===== src/rtl/sr_pulse_seq.sv =====
// Set/reset pulse sequencer: delayed, repeated train of one-window S and R pulses for an SR latch.
// First S lands d enabled windows after accept; no backpressure, i_CEN_n=1 freezes all state and outputs.
module sr_pulse_seq #(
    parameter int CW = 8,
    parameter int RW = 4
) (
    input  logic          i_CLK,
    input  logic          i_RST_n,
    input  logic          i_CEN_n,
    input  logic          i_START,
    input  logic          i_ABORT,
    input  logic [CW-1:0] i_DELAY,
    input  logic [CW-1:0] i_WIDTH,
    input  logic [CW-1:0] i_GAP,
    input  logic [RW-1:0] i_REPEAT,
    output logic          o_S,
    output logic          o_R,
    output logic          o_Q,
    output logic          o_BUSY,
    output logic          o_DONE
);

    typedef enum logic [2:0] {
        ST_IDLE,
        ST_DELAY,
        ST_SET,
        ST_HOLD,
        ST_RST,
        ST_GAP
    } state_t;

    localparam logic [CW-1:0] C_CNT_ONE = CW'(1);
    localparam logic [RW-1:0] C_REP_ONE = RW'(1);

    state_t        r_state;
    logic [CW-1:0] r_cnt;
    logic [CW-1:0] r_width;
    logic [CW-1:0] r_gap;
    logic [RW-1:0] r_rep;
    logic          r_abrt;
    logic          r_S;
    logic          r_R;
    logic          r_Q;
    logic          r_BUSY;
    logic          r_DONE;

    logic          w_cnt_zero;
    logic [CW-1:0] w_cnt_dec;
    logic          w_stop;

    assign w_cnt_zero = (r_cnt == '0);
    assign w_cnt_dec  = r_cnt - C_CNT_ONE;
    // A forced R window (abort while set) must end the sequence without DONE.
    assign w_stop     = i_ABORT || r_abrt;

    always_ff @(posedge i_CLK) begin
        if (!i_RST_n) begin
            r_state <= ST_IDLE;
            r_cnt   <= '0;
            r_width <= '0;
            r_gap   <= '0;
            r_rep   <= '0;
            r_abrt  <= 1'b0;
            r_S     <= 1'b0;
            r_R     <= 1'b0;
            r_Q     <= 1'b0;
            r_BUSY  <= 1'b0;
            r_DONE  <= 1'b0;
        end else if (!i_CEN_n) begin
            r_S    <= 1'b0;
            r_R    <= 1'b0;
            r_DONE <= 1'b0;
            unique case (r_state)
                ST_IDLE: begin
                    if (i_START && !i_ABORT) begin
                        r_width <= i_WIDTH;
                        r_gap   <= i_GAP;
                        r_rep   <= i_REPEAT;
                        r_abrt  <= 1'b0;
                        r_BUSY  <= 1'b1;
                        if (i_DELAY == '0) begin
                            r_state <= ST_SET;
                            r_S     <= 1'b1;
                            r_Q     <= 1'b1;
                        end else begin
                            r_state <= ST_DELAY;
                            r_cnt   <= i_DELAY - C_CNT_ONE;
                        end
                    end
                end
                ST_DELAY, ST_GAP: begin
                    if (i_ABORT) begin
                        r_state <= ST_IDLE;
                        r_BUSY  <= 1'b0;
                    end else if (w_cnt_zero) begin
                        r_state <= ST_SET;
                        r_S     <= 1'b1;
                        r_Q     <= 1'b1;
                    end else begin
                        r_cnt <= w_cnt_dec;
                    end
                end
                ST_SET: begin
                    if (i_ABORT || r_width == '0) begin
                        r_state <= ST_RST;
                        r_R     <= 1'b1;
                        r_Q     <= 1'b0;
                        r_abrt  <= i_ABORT;
                    end else begin
                        r_state <= ST_HOLD;
                        r_cnt   <= r_width - C_CNT_ONE;
                    end
                end
                ST_HOLD: begin
                    if (i_ABORT || w_cnt_zero) begin
                        r_state <= ST_RST;
                        r_R     <= 1'b1;
                        r_Q     <= 1'b0;
                        r_abrt  <= i_ABORT;
                    end else begin
                        r_cnt <= w_cnt_dec;
                    end
                end
                ST_RST: begin
                    if (w_stop || r_rep == '0) begin
                        r_state <= ST_IDLE;
                        r_BUSY  <= 1'b0;
                        r_DONE  <= !w_stop;
                        r_abrt  <= 1'b0;
                    end else begin
                        r_rep <= r_rep - C_REP_ONE;
                        if (r_gap == '0) begin
                            r_state <= ST_SET;
                            r_S     <= 1'b1;
                            r_Q     <= 1'b1;
                        end else begin
                            r_state <= ST_GAP;
                            r_cnt   <= r_gap - C_CNT_ONE;
                        end
                    end
                end
                default: begin
                    r_state <= ST_IDLE;
                    r_BUSY  <= 1'b0;
                    r_Q     <= 1'b0;
                end
            endcase
        end
    end

    assign o_S    = r_S;
    assign o_R    = r_R;
    assign o_Q    = r_Q;
    assign o_BUSY = r_BUSY;
    assign o_DONE = r_DONE;

endmodule


===== config.mk =====
export PLATFORM = sky130hd
export DESIGN_NAME = sr_pulse_seq
export DESIGN_NICKNAME = d
export VERILOG_FILES = /design/src/rtl/sr_pulse_seq.sv
export SDC_FILE = /design/constraint.sdc
export NUM_CORES = 1
export LEC_CHECK = 0
export CORE_UTILIZATION = 55
export CTS_CLUSTER_DIAMETER = 80
export DETAILED_ROUTE_END_ITERATION = 16
export GPL_TIMING_DRIVEN = 0
export PLACE_DENSITY = 0.82
export SLEW_MARGIN = 20
export SYNTH_ARGS = -nofsm -noshare
export SYNTH_HDL_FRONTEND = slang
export SYNTH_SLANG_ARGS = --single-unit
export TNS_END_PERCENT = 10

===== constraint.sdc =====
create_clock -name i_CLK -period 3.7 [get_ports i_CLK]
set_clock_uncertainty 0.05 [all_clocks]
set_input_delay 0.37 -clock i_CLK [delete_from_list [all_inputs] [get_ports i_CLK]]
set_output_delay 0.37 -clock i_CLK [all_outputs]
set_load 0.02 [all_outputs]

; After elaboration in Yosys (flattened, before gate mapping)
; Cells that the tools add are included.
[word_totals]
register_bits = 37
input_bits = 33
output_inout_bits = 5
elab_cells = 114
[classes]
addsub = 5
n_eq_ne = 21
muxes = 50
bitwise = 2
reduce_logical = 25
[ops]
columns = op, count
row1 = $mux W8, 8
row2 = $pmux W8 S5, 1
row3 = $logic_not A8 Y1, 4
row4 = $sub A8 B1 Y8 const B, 4
row5 = $ne A2 B2 Y1 const B, 15
row6 = $mux W1, 24
row7 = $mux W3, 7
row8 = $pmux W3 S5, 1
row9 = $reduce_and A10 Y1, 1
row10 = $reduce_and A9 Y1, 1
row11 = $mux W4, 2
row12 = $pmux W1 S4, 2
row13 = $pmux W4 S2, 1
row14 = $reduce_and A4 Y1, 2
row15 = $eq A3 B2 Y1 const B, 2
row16 = $eq A3 B3 Y1 const B, 2
row17 = $reduce_and A6 Y1, 1
row18 = $pmux W1 S5, 1
row19 = $reduce_and A5 Y1, 1
row20 = $reduce_bool A5 Y1, 1
row21 = $logic_not A4 Y1, 1
row22 = $logic_or A1 B1 Y1, 4
row23 = $reduce_bool A4 Y1, 1
row24 = $reduce_or A2 Y1, 2
row25 = other kinds (12), 14

; Logic depth before layout (Yosys ltp)
; Gate-level depths: netlist of the first run.
[logic_depth]
depth_word = 4
depth_mapped = 11
mapped_depth_nobuf = 8

; Least setup slack after synthesis of the first run
; No wires, ideal clock.
[synth_timing]
kind = reg2reg
from = register r_state[1]
to = register r_cnt[6]
setup_ps = 119
t_arrival_ps = 1872
t_required_ps = 3531
path_slack_ps = 1659
path_stages_with_launch = 10
n_path_buf = 1
period_less_slack_ps = 2041
cell_sequence = dfxtp_1 > buf_2 > nor2b_1 > a32oi_1 > o211ai_2 > ha_1 > o221ai_1 > nor3_2 > xor2_1 > a21oi_1
[synth_via]
elab_chain_len = 4
word_cells_on_any_way = 18
[synth_lines]
columns = element, line_no
row1 = start: declaration, 35  ; state_t r_state;
row2 = start signal: assignment, 58  ; r_state <= ST_IDLE;
row3 = start signal: assignment, 82  ; r_state <= ST_SET;
row4 = start signal: assignment, 86  ; r_state <= ST_DELAY;
row5 = $eq A3 B1 Y1 / $eq A3 B3 Y1 (equally long branches), 73  ; unique case (r_state)
row6 = $reduce_or A2 Y1, 73
row7 = $reduce_bool A5 Y1 (no line) / $ne A2 B2 Y1 (equally long branches), --
row8 = $reduce_and A10 Y1 (no line), --
row9 = end signal: assignment, 87  ; r_cnt <= i_DELAY - C_CNT_ONE;
row10 = end signal: assignment, 100  ; r_cnt <= w_cnt_dec;
row11 = end signal: assignment, 111  ; r_cnt <= r_width - C_CNT_ONE;
row12 = end: declaration, 36  ; logic [CW-1:0] r_cnt;
; Several ways; a longest one is shown, not always the timed one.
; A chain may end at the register's enable or synchronous reset.

; Worst setup path in the final report of the first run
; Same ends and word-level chain as after synthesis.

==> results of run 1 <==
-- synth_stat cells (all sizes together), types with 2 or more instances --
| master | count |
|---|---|
| a22oi | 2 |
| nor2b | 6 |
| and4 | 2 |
| ha | 2 |
| nor4b | 2 |
| nor4 | 8 |
| or3 | 5 |
| o221a | 3 |
| nand2 | 50 |
| nor3 | 7 |
| o221ai | 2 |
| and2 | 3 |
| mux2 | 3 |
| inv | 9 |
| a21boi | 19 |
| o22a | 3 |
| o21a | 3 |
| mux2i | 3 |
| dfxtp | 37 |
| a21o | 2 |
| o21ai | 20 |
| o211ai | 2 |
| a221oi | 2 |
| xnor2 | 2 |
| o22ai | 5 |
| or2 | 3 |
| a31oi | 3 |
| nand2b | 5 |
| clkbuf | 7 |
| a21oi | 16 |
| nor2 | 20 |
| xor2 | 3 |
| o211a | 3 |
| buf | 13 |
| nand3 | 5 |
-- flip-flops by register name (all words and copies together), names as in the netlist --
register / count
r_abrt: 1
o_DONE: 1
r_rep: 4
r_cnt: 8
o_R: 1
o_S: 1
o_BUSY: 1
o_Q: 1
r_state: 3
r_width: 8
r_gap: 8
-- per-stage QoR --
stage               hold WS [ns]  instance area, um2  instances  worst slack, ns
finish                     0.429                2830        386             1.29
global route               0.445                2830        386             1.06
CTS                        0.428                2830        386             1.31
detailed placement         0.418                2710        378             1.12
global placement           0.401                2710        378             1.11
floorplan                  0.393                2300        294             1.66
-- power by group --
part	switching (uW)	internal, uW
combinational	359	280
sequential	36.3	441
clock	152	219
total	548	941
-- cells by family (layout without fill, tap and decap cells) --
family,after synthesis,after routing,synth area share (%)
and+or+nand+nor,120,120,25.7
AOI/OAI and AO/OA,95,95,29.7
DFF,37,37,32.2
buffers and inverters,29,71,6.63
muxes,6,6,2.77
xor gates and xnor gates,5,5,1.90
adders and majority gates,2,2,1.09
-- worst min-delay path, stage by stage (launching register included) --
cell                       delay [ns]
sky130_fd_sc_hd__dfxtp_1         0.33
sky130_fd_sc_hd__nand2_1         0.05
sky130_fd_sc_hd__a21boi_1        0.05
-- layout make-up --
type / count / area share [%]
plain buffers: 20 / 4.21
well taps: 50 / 2.21
clock buffers: 6 / 2.92
inverters: 9 / 1.20
flip-flops and latches: 37 / 26.2
clock inverters: 2 / 1.33
multi-input cells: 228 / 49.9
repair buffers: 34 / 12.0
-- layer usage --
layer  wire length (um)  global-route usage, %
met2               2940                   50.1
met3                468                   6.34
met5                  0                      0
met4                144                   10.4
met1               2650                   39.3
-- final timing paths --
kind                           start  slack, ns                 endpoint  cells past startpoint
max reg2reg  r_state[1]$_SDFFE_PN0P_       1.29    r_cnt[6]$_SDFFE_PN0P_                      9
min          r_width[3]$_SDFFE_PN0P_       0.43  r_width[3]$_SDFFE_PN0P_                      2
min reg2reg  r_width[3]$_SDFFE_PN0P_       0.43  r_width[3]$_SDFFE_PN0P_                      2
max          r_state[1]$_SDFFE_PN0P_       1.29    r_cnt[6]$_SDFFE_PN0P_                      9
==> results.md, run 1 <==
- The flow ran to the end, and the final reports show no timing, DRC or antenna violations.
- In the final layout, flip-flops and latches occupy 741 um2.
- In this run, the number of DRC markers left after iteration 0 of detailed routing was 260.
- The post-CTS setup buffer count is 0.
- The initial antenna violation count came to 0.
- Setup repair after global routing left no endpoint under its margin.
- The boundary pin count is 38.
- The signal on the critical path passes through buf_2 -> nor2b_1 -> a32oi_1 -> o211ai_2 -> ha_1 -> o221ai_1 -> nor3_2 -> xor2_1 -> a21oi_1.
- The mean area per synthesized cell is 7.83 um2.
- Yosys mapped a number of flops with a built-in enable equal to 0.
- Entering global routing, the biggest net connects 13 pins.
- The cell family contributing the most delay on the critical path is simple AND/OR/NAND/NOR gates.
- The footprint of the multi-input gates is 1410 um2.
- Before antenna repair, the detailed router went through 6 iterations.
- The total congestion overflow after global routing is 0.
- The count of input and output buffers is 34.
- The maximum root-to-sink buffer count is 2.
- The number of library cell types mapped by synthesis is 57.
- The share of the clock period used by the worst path after layout is 65.2%.
- In this run the power density over the cells is 527 nW/um2.
- 0 antenna diodes ended up in the layout.
- The number of buffers inserted for hold repair after clock tree synthesis is 0.
- The library cell occupying the most area in the post-synthesis netlist is sky130_fd_sc_hd__dfxtp_1.
- Of all nets on the critical path, the largest fanout is 10.
- The placed wire-length estimate is 4.74 mm.
- The net count of the finished layout is 370.
- For this run, asynchronously set or reset flops after synthesis account for 0%.
- The total power draw is 1490 uW.
- STA classifies the critical path endpoint as a flip-flop.
- The top achievable clock speed is between 0.4 and 0.5 GHz.
- The utilization of the core after routing is 70.6%.
- The slowest stage cell on the critical path is sky130_fd_sc_hd__nor2b_1.
- The Yosys step of the flow raised 0 warnings.
- The cell area after synthesis is 2300 um2.
- The via density per instance is 6.19.
- The site row count is 23.
- The clock-pin slew on the worst setup and hold paths is 0.08 ns.
- The most common cell after layout, fill and taps aside is sky130_fd_sc_hd__nand2_1.
- The die boundary width is 66.7 um.
- The data required time at the worst endpoint is 3.83 ns.
- The cell leakage power is between 0.001 and 0.0015 uW.
- The count of final max-slew check failures is 0.
- STA puts the critical path data arrival time at about 2.6 ns.
- The minimum period implied by the final worst setup slack is 2.41 ns.
- Together, buffers and inverters on the worst path number 1.
- Clock latency on the worst-skew pair, taken at its later pin, is 0.29 ns.
- TritonCTS built the clock tree.
- The initial standard-cell utilization of the core is 57.6%.
- Cells with a size suffix above 1 make up 11.0% of the layout.
- The H-tree was split into 2 levels.
- The core outline area is 4000 um2.
- When the netlist entered floorplanning its net count stood at ~330.
- The maximum vdd ir drop is between 300 and 400 uV.
- The top-area cell type share of the netlist area is 32.2%.
- The number of cells produced by synthesis is 294.
- The residual DRC count is 0.
- The wire length after detailed routing is about 6.2 mm.
- The number of nets still failing antenna checks after routing is 0.
- The worst max-slew margin expressed relative to the limit is 34.6%.
- For this run, the slowest stage of the critical path takes 0.48 ns.
- The wire length per cell after detailed routing is 16.0 um.
- The die covers 4450 um2.
- The wire length of the first global-routing pass is 10.2 mm.
- The type of the tightest min-delay check is flip-flop to flip-flop.
- In the layout the commonest cells are sky130_fd_sc_hd__nand2_1, sky130_fd_sc_hd__dfxtp_1, sky130_fd_sc_hd__clkdlybuf4s50_1.
- Clock tree synthesis selected as its root buffer the cell sky130_fd_sc_hd__clkbuf_8.
- At the pin with the least slew margin, the transition time is approximately 0.96 ns.
- Buffers inserted during clock tree synthesis total 5.
- The nature of the critical path startpoint is a flip-flop.
- The final-report hold violation count was 0.
- Routability-driven placement finished with a final weighted congestion of 0.954.
- The count of vias placed by the detailed router is 2390.
- Setup total negative slack on the finished layout was measured at 0 ns.
- The number of storage elements in the synthesis netlist is 37.
- The die outline height is 66.7 um.
- Setup violations remaining at the end of the flow were counted as 0.
- The critical path is of the flip-flop to flip-flop type.
- The relative area change from synthesis to final layout is 22.7%.
- The tree built by TritonCTS fans out to 37 sinks.
- After filler insertion, the fill cell instance count of the layout stands at 344.
- Across every metal layer, demand over resource in global routing totals around 30%.
- The sequential-to-total area share from yosys stat is 32.2%.
- Across the run, the number of max-cap violations was 0.
- Ranked by total cell area, the synthesized netlist is headed by sky130_fd_sc_hd__dfxtp_1, sky130_fd_sc_hd__nand2_1, sky130_fd_sc_hd__o21ai_0, sky130_fd_sc_hd__a21boi_1, sky130_fd_sc_hd__a21oi_1.
- Gates resized during post-CTS repair numbered 0.
- The number of global-route vias before repair is 2167.
- For this run, the leading register cell type out of synthesis is sky130_fd_sc_hd__dfxtp_1.
Power figures use the tool's default switching activity.
==> inputs of run 2 (changes only) <==
--- a/config.mk
+++ b/config.mk
@@ -5,11 +5,11 @@
 export SDC_FILE = /design/constraint.sdc
 export NUM_CORES = 1
 export LEC_CHECK = 0
-export CORE_UTILIZATION = 55
+export CORE_UTILIZATION = 53
 export CTS_CLUSTER_DIAMETER = 80
 export DETAILED_ROUTE_END_ITERATION = 16
 export GPL_TIMING_DRIVEN = 0
-export PLACE_DENSITY = 0.82
+export PLACE_DENSITY = 0.79
 export SLEW_MARGIN = 20
 export SYNTH_ARGS = -nofsm -noshare
 export SYNTH_HDL_FRONTEND = slang
==> constraint.sdc (replaced) <==
create_clock -name i_CLK -period 2.4 [get_ports i_CLK]
set_clock_uncertainty 0.05 [all_clocks]
set_input_delay 0.24 -clock i_CLK [delete_from_list [all_inputs] [get_ports i_CLK]]
set_output_delay 0.24 -clock i_CLK [all_outputs]
set_load 0.02 [all_outputs]
==> run 2 against run 1 <==
Compared with the run above:
- sequential power increased by 55%
- non-clock buffer count increased by 1
- via count decreased by 2.3%
- die area increased by 3.6%
- critical path depth increased by 2
==> results.md, run 2 (synthesis gave the netlist of run 1 again) <==
- The pin count of the biggest net entering global routing is 14 (was 13).
- The final instance count without filler cells is 387 (was 386).
- The net count of the finished layout came to 371 (was 370).
- The actual transition at the worst max-transition pin is 1.05 ns (was 0.957 ns).
- The finished layout cell area is 2850 um2 (was 2830 um2).
- Most used cells in the layout excluding fill and tap cells: sky130_fd_sc_hd__nand2_1, sky130_fd_sc_hd__dfxtp_1, sky130_fd_sc_hd__clkdlybuf4s50_1 (unchanged).
- The die outline height was 67.9 um (was 66.7 um).
- The maximum root-to-sink buffer count came to 2 (unchanged).
- The share of the clock period used by the worst path after layout is 95.2% (was 65.2%).
- The number of cells on the worst reg-to-reg path was 11 (was 9).
- The wire length after detailed routing is 6.25 mm (was 6.19 mm).
- The wire length of the first global-routing pass was 9.75 mm (was 10.2 mm).
- The worst max-slew margin expressed relative to the limit is 28.2% (was 34.6%).
- The number of buffers added by the clock tree synthesis step was 5 (unchanged).
- The data required time at the worst endpoint was 2.55 ns (was 3.83 ns).
- The minimum setup slack after placement is 0.00105 ns (was 1.12 ns).
- The share of post-route cells with drive strength above 1 is 12.5% (was 11.0%).
- The kind of end point of the critical path is a flip-flop (unchanged).
- The relative area change from synthesis to final layout is 23.7% (was 22.7%).
- The boundary pin count was 38 (unchanged).
- The clock-pin slew on the worst setup and hold paths came to 0.08 ns (about the same).
- The maximum vdd ir drop came to 393 uV (was 331 uV).
- The total power draw is 2310 uW (was 1490 uW).
- The placed wire-length estimate is 4.59 mm (was 4.74 mm).
- The number of global-route vias before repair came to 2010 (was 2167).
- The depth of the CTS H-tree is 2 (unchanged).
- The layout filler cell count came to 349 (was 344).
- The slowest stage cell on the critical path is sky130_fd_sc_hd__dfxtp_1 (was sky130_fd_sc_hd__nor2b_1).
- The residual DRC count came to 0 (unchanged).
- The nature of the critical path startpoint is a flip-flop (unchanged).
- The number of diodes was 0 (unchanged).
- Result of the run: completed (unchanged).
- The internal power of the cells is 1440 uW (was 941 uW).
- The net switching fraction of the power came to 37.6% (was 36.8%).
- In this design, the critical path's most frequently occurring cell is sky130_fd_sc_hd__buf_2.
- The utilization of the core after routing is 69.7% (was 70.6%).
- The count of input and output buffers is 34 (unchanged).
- The count of buffer and inverter cells on the critical path was 3 (was 1).
- The site row count came to 23 (unchanged).
- The total congestion overflow after global routing is 0 (unchanged).
- The overall global routing resource usage is 28.8% (was 30.6%).
- The count of final max-slew check failures is 0 (unchanged).
- The number of stages on the worst setup path is 11 (was 9).
- The most common cell after layout, fill and taps aside is sky130_fd_sc_hd__nand2_1 (unchanged).
- The number of instances on the worst hold path came to 2 (unchanged).
- The clock latency of the later-clocked register in the worst-skew pair is 0.30 ns (was 0.29 ns).
- The biggest fanout along the worst timing path was 10 (unchanged).
- The sink count of the clock tree is 37 (unchanged).
- The share of power burned in combinational logic is 43.9% (was 43.0%).
- The share of power burned in the clock network is 24.0% (was 24.9%).
- The family with the most delay on the worst path is buffers and inverters (was simple AND/OR/NAND/NOR gates).
- The type of the tightest min-delay check is input pin to flip-flop (was flip-flop to flip-flop).
- The arrival time reported for the critical path endpoint is 2.43 ns (was 2.55 ns).
- The count of vias placed by the detailed router was 2334 (was 2390).
- The iteration-0 DRC count of the detailed router is 194 (was 260).
- The final RePlAce weighted congestion is 0.900 (was 0.954).
- Cells traversed along the worst timing path: buf_6 -> buf_2 -> buf_2 -> nor2_1 -> a32oi_1 -> o211ai_2 -> ha_2 -> o221ai_1 -> xor2_1 -> nand2_1 -> o211a_1 (was buf_2 -> nor2b_1 -> a32oi_1 -> o211ai_2 -> ha_1 -> o221ai_1 -> nor3_2 -> xor2_1 -> a21oi_1).
- The first-pass iteration count of the detailed router is 5 (was 6).
- The net switching component of the power was 870 uW (was 548 uW).
- The peak per-stage delay on the critical path is 0.33 ns (was 0.48 ns).
- The initial antenna violation count is 0 (unchanged).
- The cell leakage power came to 0.00106 uW (about the same).
- The via density per instance is 6.03 (was 6.19).
- The area enclosed by the die boundary is 4610 um2 (was 4450 um2).
- The die boundary width is 67.9 um (was 66.7 um).
- The wire length per cell after detailed routing is 16.1 um (was 16.0 um).
- The sequential group share of total power is 32.0% (was 32.1%).
- The power density over the cells is 812 nW/um2 (was 527 nW/um2).
- The kind of critical path is flip-flop to flip-flop (unchanged).
- Regs by FF count: r_cnt (8), r_gap (8), r_width (8) (unchanged).
- The minimum period implied by the final worst setup slack came to 2.29 ns (was 2.41 ns).
- The top achievable clock speed was 0.438 GHz (was 0.414 GHz).
- The core outline area is 4090 um2 (was 4000 um2).
- The library cell used as clock root buffer is sky130_fd_sc_hd__clkbuf_8 (unchanged).
- The final-report hold violation count came to 0 (unchanged).
- The initial standard-cell utilization of the core is 56.3% (was 57.6%).
- The number of cells in the design after placement is 378 (unchanged).
- The number of nets still failing antenna checks after routing is 0 (unchanged).
- The clock tree from TritonCTS is done (unchanged).
- The minimum setup slack in the final design is 0.115 ns (was 1.29 ns).
- The number of maximum-capacitance constraint violations is 0 (unchanged).
- The final count of negative-setup-slack endpoints was 0 (unchanged).
- The placed cell area is 2710 um2 (unchanged).
-- run 2: stage by stage --
stage	TNS, ns	hold WS, ns
final	0	0.345
after global routing	-0.00999	0.361
after CTS	0	0.347
after detailed placement	0	0.410
after global placement	0	0.408
after floorplan	0	0.325
-- run 2: final cells by class --
type	instances	area, um2	area share [%]
multi-input cells	228	1420	49.9
plain buffers	20	126	4.44
repair buffers	35	348	12.2
flip-flops and latches	37	741	26.0
clock buffers	5	68.8	2.42
clock inverters	3	46.3	1.62
inverters	9	33.8	1.19
well taps	50	62.6	2.20
-- run 2: worst register-to-register path: stages (launching register included) --
cell	delay, ns
sky130_fd_sc_hd__dfxtp_1	0.33
sky130_fd_sc_hd__buf_6	0.13
sky130_fd_sc_hd__buf_2	0.23
sky130_fd_sc_hd__buf_2	0.27
sky130_fd_sc_hd__nor2_1	0.08
sky130_fd_sc_hd__a32oi_1	0.19
sky130_fd_sc_hd__o211ai_2	0.17
sky130_fd_sc_hd__ha_2	0.24
sky130_fd_sc_hd__o221ai_1	0.13
sky130_fd_sc_hd__xor2_1	0.18
sky130_fd_sc_hd__nand2_1	0.07
sky130_fd_sc_hd__o211a_1	0.12
-- run 2: timing repair --
item | CTS | global route
hold endpoints to repair | 0 | 0
resized for setup | 1 | 6
setup endpoints to repair | 1 | 2
setup buffers | 0 | 1
pin swaps | 0 | 2
hold buffers | 0 | 0
-- run 2: power by group through the flow --
| stage | sequential, uW | combinational (uW) | clock (uW) |
|---|---|---|---|
| global placement | 747 | 942 | 0 |
| finish | 741 | 1020 | 556 |
| floorplan | 740 | 718 | 0 |
| detailed placement | 750 | 956 | 0 |
| global route | 745 | 1100 | 591 |
| CTS | 737 | 965 | 561 |
-- run 2: worst paths after layout --
| path | start | to | slack [ns] |
|---|---|---|---|
| min reg2reg | o_BUSY$_SDFFE_PN0P_ | o_BUSY$_SDFFE_PN0P_ | 0.43 |
| max | r_state[0]$_SDFFE_PN0P_ | r_cnt[4]$_SDFFE_PN0P_ | 0.11 |
| max reg2reg | r_state[0]$_SDFFE_PN0P_ | r_cnt[4]$_SDFFE_PN0P_ | 0.11 |
| min | i_RST_n | r_cnt[4]$_SDFFE_PN0P_ | 0.34 |
-- run 2: metal layers --
| layer | global-route usage [%] | share of wire [%] | vias up |
|---|---|---|---|
| li1 | - | - | 1148 |
| met1 | 40.1 | 47 | 1043 |
| met2 | 44.2 | 42 | 122 |
| met3 | 7.00 | 8.5 | 21 |
| met4 | 7.55 | 2.3 | 0 |
| met5 | 0 | 0 | - |
==> inputs of run 3 (changes only) <==
--- a/config.mk
+++ b/config.mk
@@ -5,6 +5,7 @@
 export SDC_FILE = /design/constraint.sdc
 export NUM_CORES = 1
 export LEC_CHECK = 0
+export ABC_AREA = 0
 export CORE_UTILIZATION = 53
 export CTS_CLUSTER_DIAMETER = 80
 export DETAILED_ROUTE_END_ITERATION = 16
==> results of run 3 <==
Final layout, timing and power as in run 2 (identical DEF).
